<file path="src/rtl/mem_wb_stage.sv">
// Memory stage and MEM/WB register: drives a req/ack data port,
// stalls upstream while waiting, aborts on timeout, exports writeback.
//
// Ports:
//   clk, rst_n           clock, async active-low reset
//   exec_in              ALU result / memory address
//   store_data_in        store data
//   write_reg_in         destination register
//   mem_write_in         store
//   mem_read_in          load
//   mem_to_reg_in        writeback load data instead of exec_in
//   reg_write_in         register-file write enable
//   dmem_req/we/addr/wdata  data-memory request (latched while BUSY)
//   dmem_rdata/ack       data-memory response
//   stall                holds upstream stages (combinational)
//   wb_data/reg/reg_write  MEM/WB register outputs
//   fwd_valid            writeback usable for forwarding (not XZR)
//   bus_err              sticky misalign/timeout flag

module mem_wb_stage #(
    parameter int unsigned TIMEOUT = 255
) (
    input  logic        clk,
    input  logic        rst_n,
    input  logic [63:0] exec_in,
    input  logic [63:0] store_data_in,
    input  logic [4:0]  write_reg_in,
    input  logic        mem_write_in,
    input  logic        mem_read_in,
    input  logic        mem_to_reg_in,
    input  logic        reg_write_in,
    output logic        dmem_req,
    output logic        dmem_we,
    output logic [63:0] dmem_addr,
    output logic [63:0] dmem_wdata,
    input  logic [63:0] dmem_rdata,
    input  logic        dmem_ack,
    output logic        stall,
    output logic [63:0] wb_data,
    output logic [4:0]  wb_reg,
    output logic        wb_reg_write,
    output logic        fwd_valid,
    output logic        bus_err
);

    typedef enum logic {
        IDLE,
        BUSY
    } state_e;

    localparam logic [7:0] CNT_LAST = 8'(TIMEOUT - 1);

    state_e      state_q, state_d;
    logic [63:0] addr_q, addr_d;
    logic [63:0] wdata_q, wdata_d;
    logic        we_q, we_d;
    logic [4:0]  rd_q, rd_d;
    logic        rw_q, rw_d;
    logic        m2r_q, m2r_d;
    logic [7:0]  cnt_q, cnt_d;
    logic [63:0] wb_data_q, wb_data_d;
    logic [4:0]  wb_reg_q, wb_reg_d;
    logic        wb_we_q, wb_we_d;
    logic        err_q, err_d;
    logic        stall_c;
    logic        access;
    logic        misaligned;

    assign access     = mem_read_in | mem_write_in;
    assign misaligned = access & (exec_in[2:0] != 3'd0);

    always_comb begin
        state_d   = state_q;
        addr_d    = addr_q;
        wdata_d   = wdata_q;
        we_d      = we_q;
        rd_d      = rd_q;
        rw_d      = rw_q;
        m2r_d     = m2r_q;
        cnt_d     = cnt_q;
        wb_data_d = wb_data_q;
        wb_reg_d  = wb_reg_q;
        wb_we_d   = wb_we_q;
        err_d     = err_q;
        stall_c   = 1'b0;
        unique case (state_q)
            IDLE: begin
                cnt_d = 8'd0;
                if (!access) begin
                    wb_data_d = exec_in;
                    wb_reg_d  = write_reg_in;
                    wb_we_d   = reg_write_in;
                end else if (misaligned) begin
                    // No bus cycle; a dropped load returns zero.
                    wb_data_d = mem_to_reg_in ? 64'd0 : exec_in;
                    wb_reg_d  = write_reg_in;
                    wb_we_d   = reg_write_in;
                    err_d     = 1'b1;
                end else begin
                    addr_d  = exec_in;
                    wdata_d = store_data_in;
                    we_d    = mem_write_in;
                    rd_d    = write_reg_in;
                    rw_d    = reg_write_in;
                    m2r_d   = mem_to_reg_in;
                    state_d = BUSY;
                    stall_c = 1'b1;
                    wb_we_d = 1'b0;
                end
            end
            BUSY: begin
                if (dmem_ack) begin
                    wb_data_d = m2r_q ? dmem_rdata : addr_q;
                    wb_reg_d  = rd_q;
                    wb_we_d   = rw_q;
                    state_d   = IDLE;
                    cnt_d     = 8'd0;
                end else if (cnt_q == CNT_LAST) begin
                    // Abort: complete as if acked with zero data.
                    wb_data_d = m2r_q ? 64'd0 : addr_q;
                    wb_reg_d  = rd_q;
                    wb_we_d   = rw_q;
                    err_d     = 1'b1;
                    state_d   = IDLE;
                    cnt_d     = 8'd0;
                end else begin
                    stall_c = 1'b1;
                    wb_we_d = 1'b0;
                    cnt_d   = cnt_q + 8'd1;
                end
            end
            default: state_d = IDLE;
        endcase
    end

    always_ff @(posedge clk or negedge rst_n) begin
        if (!rst_n) begin
            state_q   <= IDLE;
            addr_q    <= 64'd0;
            wdata_q   <= 64'd0;
            we_q      <= 1'b0;
            rd_q      <= 5'd0;
            rw_q      <= 1'b0;
            m2r_q     <= 1'b0;
            cnt_q     <= 8'd0;
            wb_data_q <= 64'd0;
            wb_reg_q  <= 5'd0;
            wb_we_q   <= 1'b0;
            err_q     <= 1'b0;
        end else begin
            state_q   <= state_d;
            addr_q    <= addr_d;
            wdata_q   <= wdata_d;
            we_q      <= we_d;
            rd_q      <= rd_d;
            rw_q      <= rw_d;
            m2r_q     <= m2r_d;
            cnt_q     <= cnt_d;
            wb_data_q <= wb_data_d;
            wb_reg_q  <= wb_reg_d;
            wb_we_q   <= wb_we_d;
            err_q     <= err_d;
        end
    end

    // Reset forces stall low even though the decode is combinational.
    assign stall        = stall_c & rst_n;
    assign dmem_req     = (state_q == BUSY);
    assign dmem_we      = we_q;
    assign dmem_addr    = addr_q;
    assign dmem_wdata   = wdata_q;
    assign wb_data      = wb_data_q;
    assign wb_reg       = wb_reg_q;
    assign wb_reg_write = wb_we_q;
    assign fwd_valid    = wb_we_q & (wb_reg_q != 5'd31);
    assign bus_err      = err_q;

endmodule

</file>
<file path="config.mk">
export PLATFORM = sky130hd
export DESIGN_NAME = mem_wb_stage
export DESIGN_NICKNAME = d
export VERILOG_FILES = /design/src/rtl/mem_wb_stage.sv
export SDC_FILE = /design/constraint.sdc
export NUM_CORES = 1
export LEC_CHECK = 0
export CAP_MARGIN = 10
export CORE_AREA = 2 2 160 162
export CTS_CLUSTER_DIAMETER = 40
export DETAILED_ROUTE_END_ITERATION = 8
export DIE_AREA = 0 0 162 164
export GPL_ROUTABILITY_DRIVEN = 0
export PLACE_DENSITY = 0.72
export SYNTH_ARGS = -nofsm -noshare
export SYNTH_HDL_FRONTEND = slang
export SYNTH_SLANG_ARGS = --single-unit
</file>
<file path="constraint.sdc">
create_clock -name clk -period 2.35 [get_ports clk]
set_input_delay 0.3525 -clock clk [delete_from_list [all_inputs] [get_ports clk]]
set_output_delay 0.3525 -clock clk [all_outputs]
set_load 0.03 [all_outputs]
</file>
### Word level (Yosys, flattened, before mapping)

Cells that the tools add are included.

* logic and storage cells: 62
* flip-flop bits (word level): 216
* output and inout port bits: 203
* input port bits: 204

* add/subtract/negate cells: 1
* equality and inequality tests: 8
* multiplexer cells: 31
* reductions and logical operators: 4
* bitwise operators: 6

Operators with widths (count)
* two-way mux 64 bit: 7
* one-hot mux 64 bit (2 select lines): 1
* two-way mux 5 bit: 4
* two-way mux 8 bit: 2
* one-hot mux 8 bit (2 select lines): 1
* two-way mux 1 bit: 12
* one-hot mux 5 bit (2 select lines): 1
* adder 8 x 1 -> 8 bit, second input constant: 1
* == test 8 bit, second input constant: 1
* inequality test 2 bit, second input constant: 3
* one-hot mux 1 bit (2 select lines): 3
* inequality test 5 bit, second input constant: 1
* AND reduction 4 bit: 1
* bitwise AND 1 bit: 3
* inequality test 3 x 2 -> 1 bit, second input constant: 1
* inequality test 3 bit, second input constant: 1
* AND reduction 3 bit: 1
* nonzero test 3 bit: 1
* inequality test 2 x 1 -> 1 bit, second input constant: 1
* NOT 1 bit: 2
* AND reduction 2 bit: 1
* OR 1 bit: 1

### Depth between registers and ports, before layout

* word-level depth: 6
* depth in mapped cells: 9
* mapped depth without buffers: 7

### Worst setup path before layout

No wires, ideal clock.

* kind: in2out
* from: input exec_in[2]
* to: output stall
* stages on the path: 8
* slack: 74 ps
* arrival: 1924 ps
* data required time: 1997 ps
* buffers on the path: 3
* cells stage by stage: or3_4 -> or3_1 -> buf_2 -> and2_1 -> buf_6 -> buf_6 -> clkinv_2 -> and2_1

* word-level cells in the longest chain between the ends: 6

RTL lines
* start: declaration: RTL line 25 `input logic [63:0] exec_in,`
* nonzero test 3 bit: RTL line 70 `assign misaligned = access & (exec_in[2:0] != 3'd0);`
* bitwise AND 1 bit: RTL line 70
* two-way mux 1 bit: RTL line 93 `end else if (misaligned) begin`
* two-way mux 1 bit: RTL line 89 `if (!access) begin`
* one-hot mux 1 bit (2 select lines): RTL line 86 `unique case (state_q)`
* net stall_c: RTL line 65 `logic stall_c;`
* bitwise AND 1 bit: RTL line 167 `assign stall = stall_c & rst_n;`
* end: declaration: RTL line 38 `output logic stall,`

The timed path passes the listed nets, and every way through them passes these cells.

### Final worst setup path

* from: register cnt_q[2]
* to: output stall

* word-level cells in the longest chain between the ends: 5

RTL lines
* start: declaration: RTL line 60 `logic [7:0] cnt_q, cnt_d;`
* start signal: assignment: RTL line 158 `cnt_q <= cnt_d;`
* == test 8 bit: RTL line 118 `end else if (cnt_q == CNT_LAST) begin`
* two-way mux 1 bit: RTL line 118
* two-way mux 1 bit: RTL line 112 `if (dmem_ack) begin`
* one-hot mux 1 bit (2 select lines): RTL line 86
* net stall_c: RTL line 65
* bitwise AND 1 bit: RTL line 167

The timed path passes the listed nets, and every way through them passes these cells.

==> results.cfg <==
[logic_synthesis]
synthesis.nets = 1224
postSynthRegisterBits = 216
synth_ff_type = sky130_fd_sc_hd__dfrtp_1
netlist-cell-type-count = 28
area_leader_netlist = sky130_fd_sc_hd__dfrtp_1
synth_warnings = 0
synth_edf_count = 0
syn-cell-area_um2 = 9370
synth_top_area_cells = sky130_fd_sc_hd__dfrtp_1 (58%), sky130_fd_sc_hd__nand2_1 (16%), sky130_fd_sc_hd__a21oi_1 (7.4%)
post_synth.cell_area_avg_um2 = 9.20
ys_async_sr_fraction_pct = 100
synthDominantCellAreaShare_pct = 57.7
synth_sequential_area_ratio_pct = 57.7
netlist_instances = 1018

[clock_tree]
clock_insertion_delay_worst_skew_ns = 0.51
number_of_buffers_created_by_cts = 35
cts_max_path_bufs = 3
cts_max_level = 2
path_clk_slew_ns = 0.05
cts.sink_count = 216
clock-root-buffer = sky130_fd_sc_hd__clkbuf_16
tritoncts = built

[timing]
setup_slack_ns = 0.0826
rsz0062_at_grt = no
max_slew_margin_pct = 43.7
tightest_slew_ns = 0.845
worst_hold_slack_ns = 0.356
finalCritPeriodShare_pct = 96.5
hold_viol = 0
fin_skew_ns = 0.0121
finalSetupViolCount = 0
timing_max_transition_violations_final = 0
timing.fmax_mhz = 441
period_minus_slack_ns = 2.27
sum_neg_setup_slack_ns = 0

[global_routing]
grt_max_degree = 95
antenna_found_initial = 1
grt_use_total_pct = 23.6
grt_first_pass_wirelength_mm = 49.8
grt_pass1_vias = 9155
grt_remaining_overflow = 0

[place]
io_buffers = 406
post-place-cells = 1707
cell_area_placed_um2 = 13900
detailedPlacementHpwl_mm = 21.8
setup_ws_pre_cts_ns = -0.229

[setup_path]
worst-r2r-setup-slack_ns = 0.50
cp-end-kind = primary output
path_depth_of_the_worst_reg2reg_path = 5
endpoint = stall
worstSetupStartpointType = flop
crit_path_start = cnt_q[2]
critical_path_class = reg -> out
crit_fanout = 5
worst_r2r_startpoint = cnt_q[2]
critical_path.reg2reg.endpoint = wb_data[25]
timing.critical_path.arrival_ns = 1.91
data_required_time_of_the_critical_path_ns = 2.00

[detailed_routing]
met3_length_mm = 2.95
detailed_route_wire_length_per_cell_um = 18.4
antenna_left = 0
drt_iter0_drc = 590
dr_wl_met2_mm = 15.4
vias = 9141
post_drt_via_cell_ratio = 5.14
dr.max_layer_used = met4
first_pass_iters = 5
met1Wirelength_mm = 13.0
post_detailed_routing_wire_length_mm = 32.7
route.detailed.drc = 0

[finish]
area_growth_syn_to_layout_pct = 61.5
number_of_fill_cells_in_the_layout = 2145
post_route_cells_drive_above_1_share_pct = 7.82
final_design_area_no_fill_um2 = 15100
final_nets = 1626
layout.cells.non_filler = 1777
seqCellArea_um2 = 5410
multi_input_logic_area_um2 = 3610

[floorplanning]
die-width_um = 162
placeable_core_region_um2 = 24800
die_area_um2 = 26600
ioPinCount = 407
die_h_um = 164
initial_utilization_pct = 37.7
std_cell_rows = 58

[power]
seq_power_share_pct = 33.7
power.density_nw_per_um2 = 930
pwr-share-comb_pct = 30.2
power_frac_clock_pct = 36.1
ir_worst_vdd_uv = 486
power.leakage_nw = 6.91
switching_fraction_pct = 33.2
power_report.internal_total_mw = 9.39
net_switching_mw = 4.67

[run]
max_cap_viol_count = 0

[outcome]
outcome = finished, final reports clean

[worst_hold_path]
class_of_the_most_critical_hold_timing_path = in -> async
[cells in the mapped netlist, types with 3 or more instances]
master / number
sky130_fd_sc_hd__nand3_1: 5
sky130_fd_sc_hd__dfrtp_1: 216
sky130_fd_sc_hd__buf_6: 8
sky130_fd_sc_hd__and2_1: 6
sky130_fd_sc_hd__a21oi_1: 139
sky130_fd_sc_hd__clkbuf_1: 62
sky130_fd_sc_hd__a22oi_1: 64
sky130_fd_sc_hd__a22o_1: 64
sky130_fd_sc_hd__inv_1: 3
sky130_fd_sc_hd__xnor2_1: 3
sky130_fd_sc_hd__buf_2: 10
sky130_fd_sc_hd__nand2_1: 400
sky130_fd_sc_hd__nor2_1: 13
sky130_fd_sc_hd__mux2i_1: 6
[cell usage in the layout, fill, tap and decap left out, drive strengths merged]
cell type,Yosys,final
nor2,13,13
dlymetal6s2s,0,1
clkinvlp,0,2
buf,19,41
clkinv,1,10
inv,3,9
a21oi,139,139
a22o,64,64
nand4,1,1
nand2,400,400
or3,3,3
nand3,5,5
clkdlybuf4s50,0,401
a221o,1,1
clkbuf,62,43
nor2b,1,1
dlygate4sd2,0,2
mux2i,6,6
o21a,2,2
dlygate4sd3,0,1
dfrtp,216,216
nor3,2,2
bufinv,0,2
o21ai,3,3
xnor2,3,3
and2,6,6
ha,2,2
a22oi,64,64
xor2,2,2
diode,0,2
[kinds of logic after synthesis]
family,count (synthesis),share of synthesized area (%)
and+or+nand+nor,431,17.8
AOI/OAI and AO/OA,273,19.0
DFF,216,57.7
buffers and inverters,85,4.19
muxes,6,0.641
xor gates and xnor gates,5,0.468
adders and majority gates,2,0.267
[power groups by stage]
| stage | Sequential [mW] | Clock, mW | Combinational (mW) |
|---|---|---|---|
| after floorplan | 5.89 | 0 | 1.05 |
| after global placement | 4.77 | 0 | 4.20 |
| after detailed placement | 4.78 | 0 | 4.25 |
| after CTS | 4.73 | 5.17 | 4.28 |
| after global routing | 4.81 | 5.34 | 4.50 |
| final | 4.73 | 5.08 | 4.25 |
[stage by stage]
step | utilization (%) | total power [mW]
2_1_floorplan | - | 6.94
3_3_place_gp | 56.0 | 8.97
3_5_place_dp | 56.0 | 9.03
4_1_cts | 60.9 | 14.2
5_1_grt | 60.9 | 14.7
6_report | 60.9 | 14.1
[worst max-delay path: stages (launching register included)]
cell and delay (ns):
sky130_fd_sc_hd__dfrtp_1 0.42, sky130_fd_sc_hd__nand4_1 0.25, sky130_fd_sc_hd__o21ai_4 0.22, sky130_fd_sc_hd__and2_4 0.18, sky130_fd_sc_hd__clkinv_2 0.05, sky130_fd_sc_hd__and2_4 0.16, sky130_fd_sc_hd__buf_6 0.13
[area by class of cell]
cell class | count | share of cell area (%)
antenna | 2 | 0.0331
clock buffer | 43 | 6.46
clock inverter | 19 | 1.30
inverter | 4 | 0.108
multi-input combinational | 717 | 23.9
sequential | 216 | 35.8
tap | 330 | 2.73
timing repair buffer | 446 | 29.7
[routing by layer]
layer / vias up / GRT usage, %
li1: 4256 / -
met1: 4343 / 30.1
met2: 456 / 38.2
met3: 86 / 5.81
met4: 0 / 10.9
met5: - / 0
[timing repair]
action / in CTS / in global routing
hold buffers: 1 / 0
hold endpoints to repair: 42 / 0
setup endpoints to repair: 1 / 1
resized for setup: 6 / 1
setup buffers: 3 / 2
pin swaps: 2 / 3
[worst min-delay path by stage]
stage,depth (start not counted),slack [ns],end,start
floorplan,0,0.06,bus_err,rst_n
global placement,1,0.29,dmem_addr[63],rst_n
detailed placement,1,0.29,wb_data[22],rst_n
CTS,3,0.35,dmem_wdata[16],store_data_in[16]
global route,3,0.37,dmem_wdata[16],store_data_in[16]
finish,2,0.36,wb_data[21],rst_n
(Power assumes the default switching activity.)
